**src/rtl/traffic_pkg.sv**
```systemverilog
// Shared codes, FSM state type and sensor-to-density mapping for the junction
// phase scheduler.
package traffic_pkg;

    localparam logic [2:0] RD_EMPTY = 3'b000;
    localparam logic [2:0] RD_LESS  = 3'b001;
    localparam logic [2:0] RD_MORE  = 3'b011;
    localparam logic [2:0] RD_FULL  = 3'b111;

    localparam logic [1:0] LT_RED    = 2'b00;
    localparam logic [1:0] LT_GREEN  = 2'b01;
    localparam logic [1:0] LT_YELLOW = 2'b10;

    typedef enum logic [1:0] {
        ST_ALL_RED = 2'b00,
        ST_GREEN   = 2'b01,
        ST_YELLOW  = 2'b10
    } state_e;

    // Highest set sensor bit decides the level, so non-canonical codes still map.
    function automatic logic [1:0] density_level(input logic [2:0] sensor);
        logic [1:0] lvl;
        if (sensor[2]) begin
            lvl = 2'd3;
        end else if (sensor[1]) begin
            lvl = 2'd2;
        end else if (sensor[0]) begin
            lvl = 2'd1;
        end else begin
            lvl = 2'd0;
        end
        return lvl;
    endfunction

endpackage

```
**src/rtl/phase_selector.sv**
```systemverilog
// Combinational winner pick: starvation filter, highest density, round-robin
// tie-break starting after the last served road.
module phase_selector
    import traffic_pkg::*;
#(
    parameter int unsigned MAX_SKIP = 3
) (
    input  logic [3:0][1:0] level_i,
    input  logic [3:0][3:0] skip_i,
    input  logic [1:0]      last_served_i,
    output logic [1:0]      winner_o,
    output logic            valid_o
);

    localparam logic [3:0] SKIP_MAX = 4'(MAX_SKIP);

    logic       starved_s;
    logic       eligible_s;
    logic [1:0] idx_s;
    logic [1:0] best_lvl_s;

    // Scan in round-robin order; strict '>' keeps the earliest road on a tie.
    always_comb begin
        starved_s  = 1'b0;
        eligible_s = 1'b0;
        idx_s      = 2'd0;
        best_lvl_s = 2'd0;
        winner_o   = 2'd0;
        valid_o    = 1'b0;
        for (int i = 0; i < 4; i++) begin
            starved_s = starved_s | ((level_i[i] != 2'd0) && (skip_i[i] == SKIP_MAX));
        end
        for (int k = 1; k <= 4; k++) begin
            idx_s      = last_served_i + 2'(k);
            eligible_s = (level_i[idx_s] != 2'd0) &&
                         (!starved_s || (skip_i[idx_s] == SKIP_MAX));
            if (eligible_s && (level_i[idx_s] > best_lvl_s)) begin
                best_lvl_s = level_i[idx_s];
                winner_o   = idx_s;
                valid_o    = 1'b1;
            end else begin
                best_lvl_s = best_lvl_s;
            end
        end
    end

endmodule

```
**src/rtl/density_phase_scheduler.sv**
```systemverilog
// Junction phase FSM: picks a road by congestion, then walks it through
// green (with gap-out), yellow and all-red clearance.
module density_phase_scheduler
    import traffic_pkg::*;
#(
    parameter int unsigned GREEN_LESS  = 3,
    parameter int unsigned GREEN_MORE  = 5,
    parameter int unsigned GREEN_FULL  = 8,
    parameter int unsigned YELLOW_TIME = 2,
    parameter int unsigned ALLRED_TIME = 1,
    parameter int unsigned MIN_GREEN   = 2,
    parameter int unsigned MAX_SKIP    = 3
) (
    input  logic       clock,
    input  logic       clear,
    input  logic [2:0] S1,
    input  logic [2:0] S2,
    input  logic [2:0] S3,
    input  logic [2:0] S4,
    output logic [1:0] T1,
    output logic [1:0] T2,
    output logic [1:0] T3,
    output logic [1:0] T4,
    output logic [3:0] T,
    output logic [3:0] delay_counter
);

    localparam logic [3:0] G_LESS   = 4'(GREEN_LESS);
    localparam logic [3:0] G_MORE   = 4'(GREEN_MORE);
    localparam logic [3:0] G_FULL   = 4'(GREEN_FULL);
    localparam logic [3:0] YEL_M1   = 4'(YELLOW_TIME - 1);
    localparam logic [3:0] AR_M1    = 4'(ALLRED_TIME - 1);
    localparam logic [3:0] MIN_G    = 4'(MIN_GREEN);
    localparam logic [3:0] SKIP_MAX = 4'(MAX_SKIP);

    state_e          state_q, state_d;
    logic [3:0]      cnt_q, cnt_d;
    logic [3:0]      dur_q, dur_d;
    logic [1:0]      road_q, road_d;
    logic [1:0]      last_q, last_d;
    logic [3:0][3:0] skip_q, skip_d;
    logic [3:0][1:0] lights_q, lights_d;
    logic [3:0]      grant_q, grant_d;

    logic [3:0][2:0] sensor_s;
    logic [3:0][1:0] level_s;
    logic [1:0]      sel_winner_s;
    logic            sel_valid_s;
    logic [3:0]      elapsed_s;
    logic            gap_out_s;

    assign sensor_s = {S4, S3, S2, S1};

    // Per-road density levels feeding the selector.
    always_comb begin
        level_s = '0;
        for (int i = 0; i < 4; i++) begin
            level_s[i] = density_level(sensor_s[i]);
        end
    end

    phase_selector #(
        .MAX_SKIP(MAX_SKIP)
    ) u_selector (
        .level_i      (level_s),
        .skip_i       (skip_q),
        .last_served_i(last_q),
        .winner_o     (sel_winner_s),
        .valid_o      (sel_valid_s)
    );

    // Green cycles shown so far, counting the current one.
    assign elapsed_s = dur_q - cnt_q;
    assign gap_out_s = (sensor_s[road_q] == RD_EMPTY) && (elapsed_s >= MIN_G);

    // Phase sequencing, selection bookkeeping and skip-count update.
    always_comb begin
        state_d = state_q;
        cnt_d   = cnt_q;
        dur_d   = dur_q;
        road_d  = road_q;
        last_d  = last_q;
        skip_d  = skip_q;
        case (state_q)
            ST_ALL_RED: begin
                if (cnt_q != 4'd0) begin
                    cnt_d = cnt_q - 4'd1;
                end else if (sel_valid_s) begin
                    state_d = ST_GREEN;
                    road_d  = sel_winner_s;
                    last_d  = sel_winner_s;
                    case (level_s[sel_winner_s])
                        2'd3:    dur_d = G_FULL;
                        2'd2:    dur_d = G_MORE;
                        default: dur_d = G_LESS;
                    endcase
                    cnt_d = dur_d - 4'd1;
                    for (int i = 0; i < 4; i++) begin
                        if (2'(i) == sel_winner_s) begin
                            skip_d[i] = 4'd0;
                        end else if ((level_s[i] != 2'd0) && (skip_q[i] != SKIP_MAX)) begin
                            skip_d[i] = skip_q[i] + 4'd1;
                        end else begin
                            skip_d[i] = skip_q[i];
                        end
                    end
                end else begin
                    cnt_d = 4'd0;
                end
            end
            ST_GREEN: begin
                if ((cnt_q == 4'd0) || gap_out_s) begin
                    state_d = ST_YELLOW;
                    cnt_d   = YEL_M1;
                end else begin
                    cnt_d = cnt_q - 4'd1;
                end
            end
            ST_YELLOW: begin
                if (cnt_q == 4'd0) begin
                    state_d = ST_ALL_RED;
                    cnt_d   = AR_M1;
                end else begin
                    cnt_d = cnt_q - 4'd1;
                end
            end
            default: begin
                state_d = ST_ALL_RED;
                cnt_d   = AR_M1;
            end
        endcase
    end

    // Light and grant values for the next cycle, so the outputs leave flops.
    always_comb begin
        lights_d = {LT_RED, LT_RED, LT_RED, LT_RED};
        grant_d  = 4'b0000;
        case (state_d)
            ST_GREEN: begin
                lights_d[road_d] = LT_GREEN;
                grant_d[road_d]  = 1'b1;
            end
            ST_YELLOW: begin
                lights_d[road_d] = LT_YELLOW;
                grant_d[road_d]  = 1'b1;
            end
            default: begin
                grant_d = 4'b0000;
            end
        endcase
    end

    // State and output registers; clear forces all-red with no yellow.
    always_ff @(posedge clock or posedge clear) begin
        if (clear) begin
            state_q  <= ST_ALL_RED;
            cnt_q    <= AR_M1;
            dur_q    <= 4'd0;
            road_q   <= 2'd0;
            last_q   <= 2'd3;
            skip_q   <= '0;
            lights_q <= {LT_RED, LT_RED, LT_RED, LT_RED};
            grant_q  <= 4'b0000;
        end else begin
            state_q  <= state_d;
            cnt_q    <= cnt_d;
            dur_q    <= dur_d;
            road_q   <= road_d;
            last_q   <= last_d;
            skip_q   <= skip_d;
            lights_q <= lights_d;
            grant_q  <= grant_d;
        end
    end

    assign T1            = lights_q[0];
    assign T2            = lights_q[1];
    assign T3            = lights_q[2];
    assign T4            = lights_q[3];
    assign T             = grant_q;
    assign delay_counter = cnt_q;

endmodule
```
**config.mk**
```make
export PLATFORM = sky130hd
export DESIGN_NAME = density_phase_scheduler
export DESIGN_NICKNAME = d
export VERILOG_FILES = /design/src/rtl/traffic_pkg.sv /design/src/rtl/phase_selector.sv /design/src/rtl/density_phase_scheduler.sv
export SDC_FILE = /design/constraint.sdc
export NUM_CORES = 1
export LEC_CHECK = 0
export CORE_MARGIN = 2
export CORE_UTILIZATION = 40
export DETAILED_ROUTE_END_ITERATION = 10
export GPL_TIMING_DRIVEN = 0
export SETUP_SLACK_MARGIN = 0.15
export SYNTH_ARGS = -nofsm -noshare
export SYNTH_HDL_FRONTEND = slang
export SYNTH_SLANG_ARGS = --single-unit
```
**constraint.sdc**
```tcl
create_clock -name clock -period 8 [get_ports clock]
set_input_delay 1.2 -clock clock [delete_from_list [all_inputs] [get_ports clock]]
set_output_delay 1.2 -clock clock [all_outputs]
set_load 0.01 [all_outputs]
```
==> impl_metrics.yaml <==
outcome:
  status: "finished clean"
timing:
  rsz0062_at_grt: "no"
  hold_viol_final: 0
  timing.fmax_mhz: 135
  fin_crit_sh_pct: 92.5
  fin_skew_ns: 0.00570
  relSlewSlack_pct: 41.0
  setup_viol: 0
  tightest_slew_ns: 0.883
  worst_slack_ns: 0.603
  min_period_ns: 7.40
  drv_slew: 0
  tns_ns: 0
routing:
  drc_errors: 0
  wire_per_inst_um: 16.3
  viasPerCell: 5.60
  wirelength_um: 7620
  dr.pass1.iters: 5
  antenna_left: 0
  drt_iter0_markers: 141
  num_vias: 2615
clock_tree:
  clockBufferDepth: 2
  cts-root-buf: "clkbuf_8"
  worst_skew_pair.late_latency_ns: 0.30
  holdBufCountCts: 0
  cts_buffers: 5
  h-tree-depth: 2
  path_clk_slew_ns: 0.09
  cts.sinks: 42
  cts_tree: "yes"
yosys:
  yosys.area.top_type: "dfrtp_1"
  syn_area_um2: 3240
  synth_nets: 356
  ys_seq_elements: 42
  seq_area_frac_synth_pct: 32.6
  synthArstFlopShare_pct: 100
  synth_top_area_share_pct: 30.9
  synthTopCellsByCount: "40 x dfrtp_1, 23 x nor2_1, 19 x inv_1"
  yosys.cell_count.top_type: "dfrtp_1"
  synth_edf_count: 0
  synthTopCellsByArea: "dfrtp_1 31%, ha_1 6.6%, mux2i_1 5.3%"
  yosys_warnings: 0
  ys.flop_type: "dfrtp_1"
  synth.avg_cell_area_um2: 9.99
  syn_inst: 324
  synth_cell_types: 74
flow_run:
  max-cap-violations: 0
placement:
  io_buffer_count: 26
  place_congestion: 0.843
  dpl_worst_slack_ns: -0.833
  dpl.hpwl_um: 5640
cells_and_area:
  drive_above_1_share_pct: 18.4
  num-nets-final: 396
  area_growth_pct: 18.1
  fin_util_pct: 49.2
  diodes: 0
  fillers: 736
die:
  die_h_um: 93.9
  die_w_um: 93.9
  start_util_pct: 41.7
  core-area_um2: 7770
  io_pins: 30
  dieArea_um2: 8820
  rows: 32
critical_path:
  path_common_cell: "ha_1"
  worst_setup_path_start_kind: "input port"
  crit_fanout: 10
  crit_buf_inv: 2
  cp.arrival_ns: 7.64
  crit_family: "simple AND/OR/NAND/NOR gates"
  required_ns: 8.24
  cp-end-kind: "flip-flop"
  cp_slowest_cell: "clkdlybuf4s50_1"
  cpPeakStageDelay_ns: 0.46
  crit_type: "in -> reg"
grt:
  grt_pass1_wl_um: 12400
  antenna_found_initial: 0
  globalRouteTotalUtil_pct: 17.9
  grt_overflow: 0
  grt_pass1_vias: 2527
  grt_max_degree: 43
hold_path:
  hold_path_class: "reg -> reg"
## path summary, 6_finish.rpt
check	cells after the start	slack (ns)	end	start
setup / recovery	29	0.60	T2[1]	S4[0]
max in group asynchronous	2	6.05	skip_q[13]	clear
hold reg to reg	2	0.51	dur_q[3]	dur_q[3]
min in group asynchronous	2	1.40	T[3]	clear
setup reg to reg	29	1.18	T2[1]	skip_q[12]
hold / removal	2	0.51	dur_q[3]	dur_q[3]
## final cells by class
| class | count | area (um2) | share of cell area, % |
|---|---|---|---|
| Buffer | 12 | 105 | 2.75 |
| Clock buffer | 5 | 68.8 | 1.80 |
| Clock inverter | 3 | 23.8 | 0.622 |
| Inverter | 21 | 81.3 | 2.13 |
| Multi-Input combinational cell | 249 | 2040 | 53.4 |
| Sequential cell | 42 | 1050 | 27.6 |
| Tap cell | 102 | 128 | 3.34 |
| Timing Repair Buffer | 33 | 322 | 8.42 |
## registers in the layout, indices dropped and copies added (netlist names)
register / flops
T4: 2
skip_q: 16
T: 4
T1: 2
last_q: 2
road_q: 2
state_q: 2
T3: 2
delay_counter: 4
T2: 2
dur_q: 4
## cell usage in the layout (no fill, tap or decap), types with 5 or more instances in the layout
cell type        netlist  layout
dfrtp_1               40      40
nor2_1                23      23
clkdlybuf4s50_1        0      21
inv_1                 19      18
mux2i_1               17      17
nor2b_1               18      17
ha_1                  17      16
nand2_1               12      12
o21ai_0               12      11
a21oi_1               11      11
buf_4                  2       9
nor3_1                 9       8
o22ai_1                8       8
nor4_1                 7       7
a21o_1                 7       7
nor4bb_1               6       6
nor4b_1                6       6
nand2b_1               6       6
xnor2_1                6       6
and2_1                 5       5
clkbuf_8               0       5
## stage by stage
step           instance area (um2)  std cells  hold WS [ns]
2_1_floorplan                 3240        324         0.463
3_3_place_gp                  3620        452         0.483
3_5_place_dp                  3620        452         0.485
4_1_cts                       3760        464         0.508
5_1_grt                       3820        467         0.526
6_report                      3820        467         0.505
## what timing repair did
action	4_1_cts	5_1_grt
endpoints found under the setup margin	28	32
pin swaps	4	5
buffers inserted	4	3
gates resized for setup	5	11
hold endpoints to repair	0	0
## worst reg2reg max path: cells and delay by family (launching register included)
kind                     cells  cell delay [ns]
AND/OR/NAND/NOR             13             2.57
AO/OA/AOI/OAI               10             2.18
adder cells (fa/ha/maj)      5             1.37
flip-flops                   1             0.40
buffers and inverters        1             0.24
## metal layers
layer	up-vias	track usage, %	part of all wire [%]	routed length, um
met1	1281	24.9	49	3710
li1	1279	-	-	-
met4	0	4.83	0.70	53
met5	-	0	0	0
met3	4	2.81	4.1	313
met2	51	28.9	46	3540
## kinds of logic (layout without fill, tap and decap cells)
logic type / count (synthesis) / after routing / share of synthesized area, %
xor gates and xnor gates: 8 / 8 / 2.17
DFF: 42 / 42 / 32.6
AOI/OAI and AO/OA: 72 / 72 / 17.7
muxes: 25 / 25 / 9.55
adders and majority gates: 18 / 18 / 7.19
buffers and inverters: 33 / 74 / 5.65
and+or+nand+nor: 126 / 126 / 25.2
Power is not shown: default switching activity piles up to over one toggle a cycle in this logic, so the estimate is an artifact.
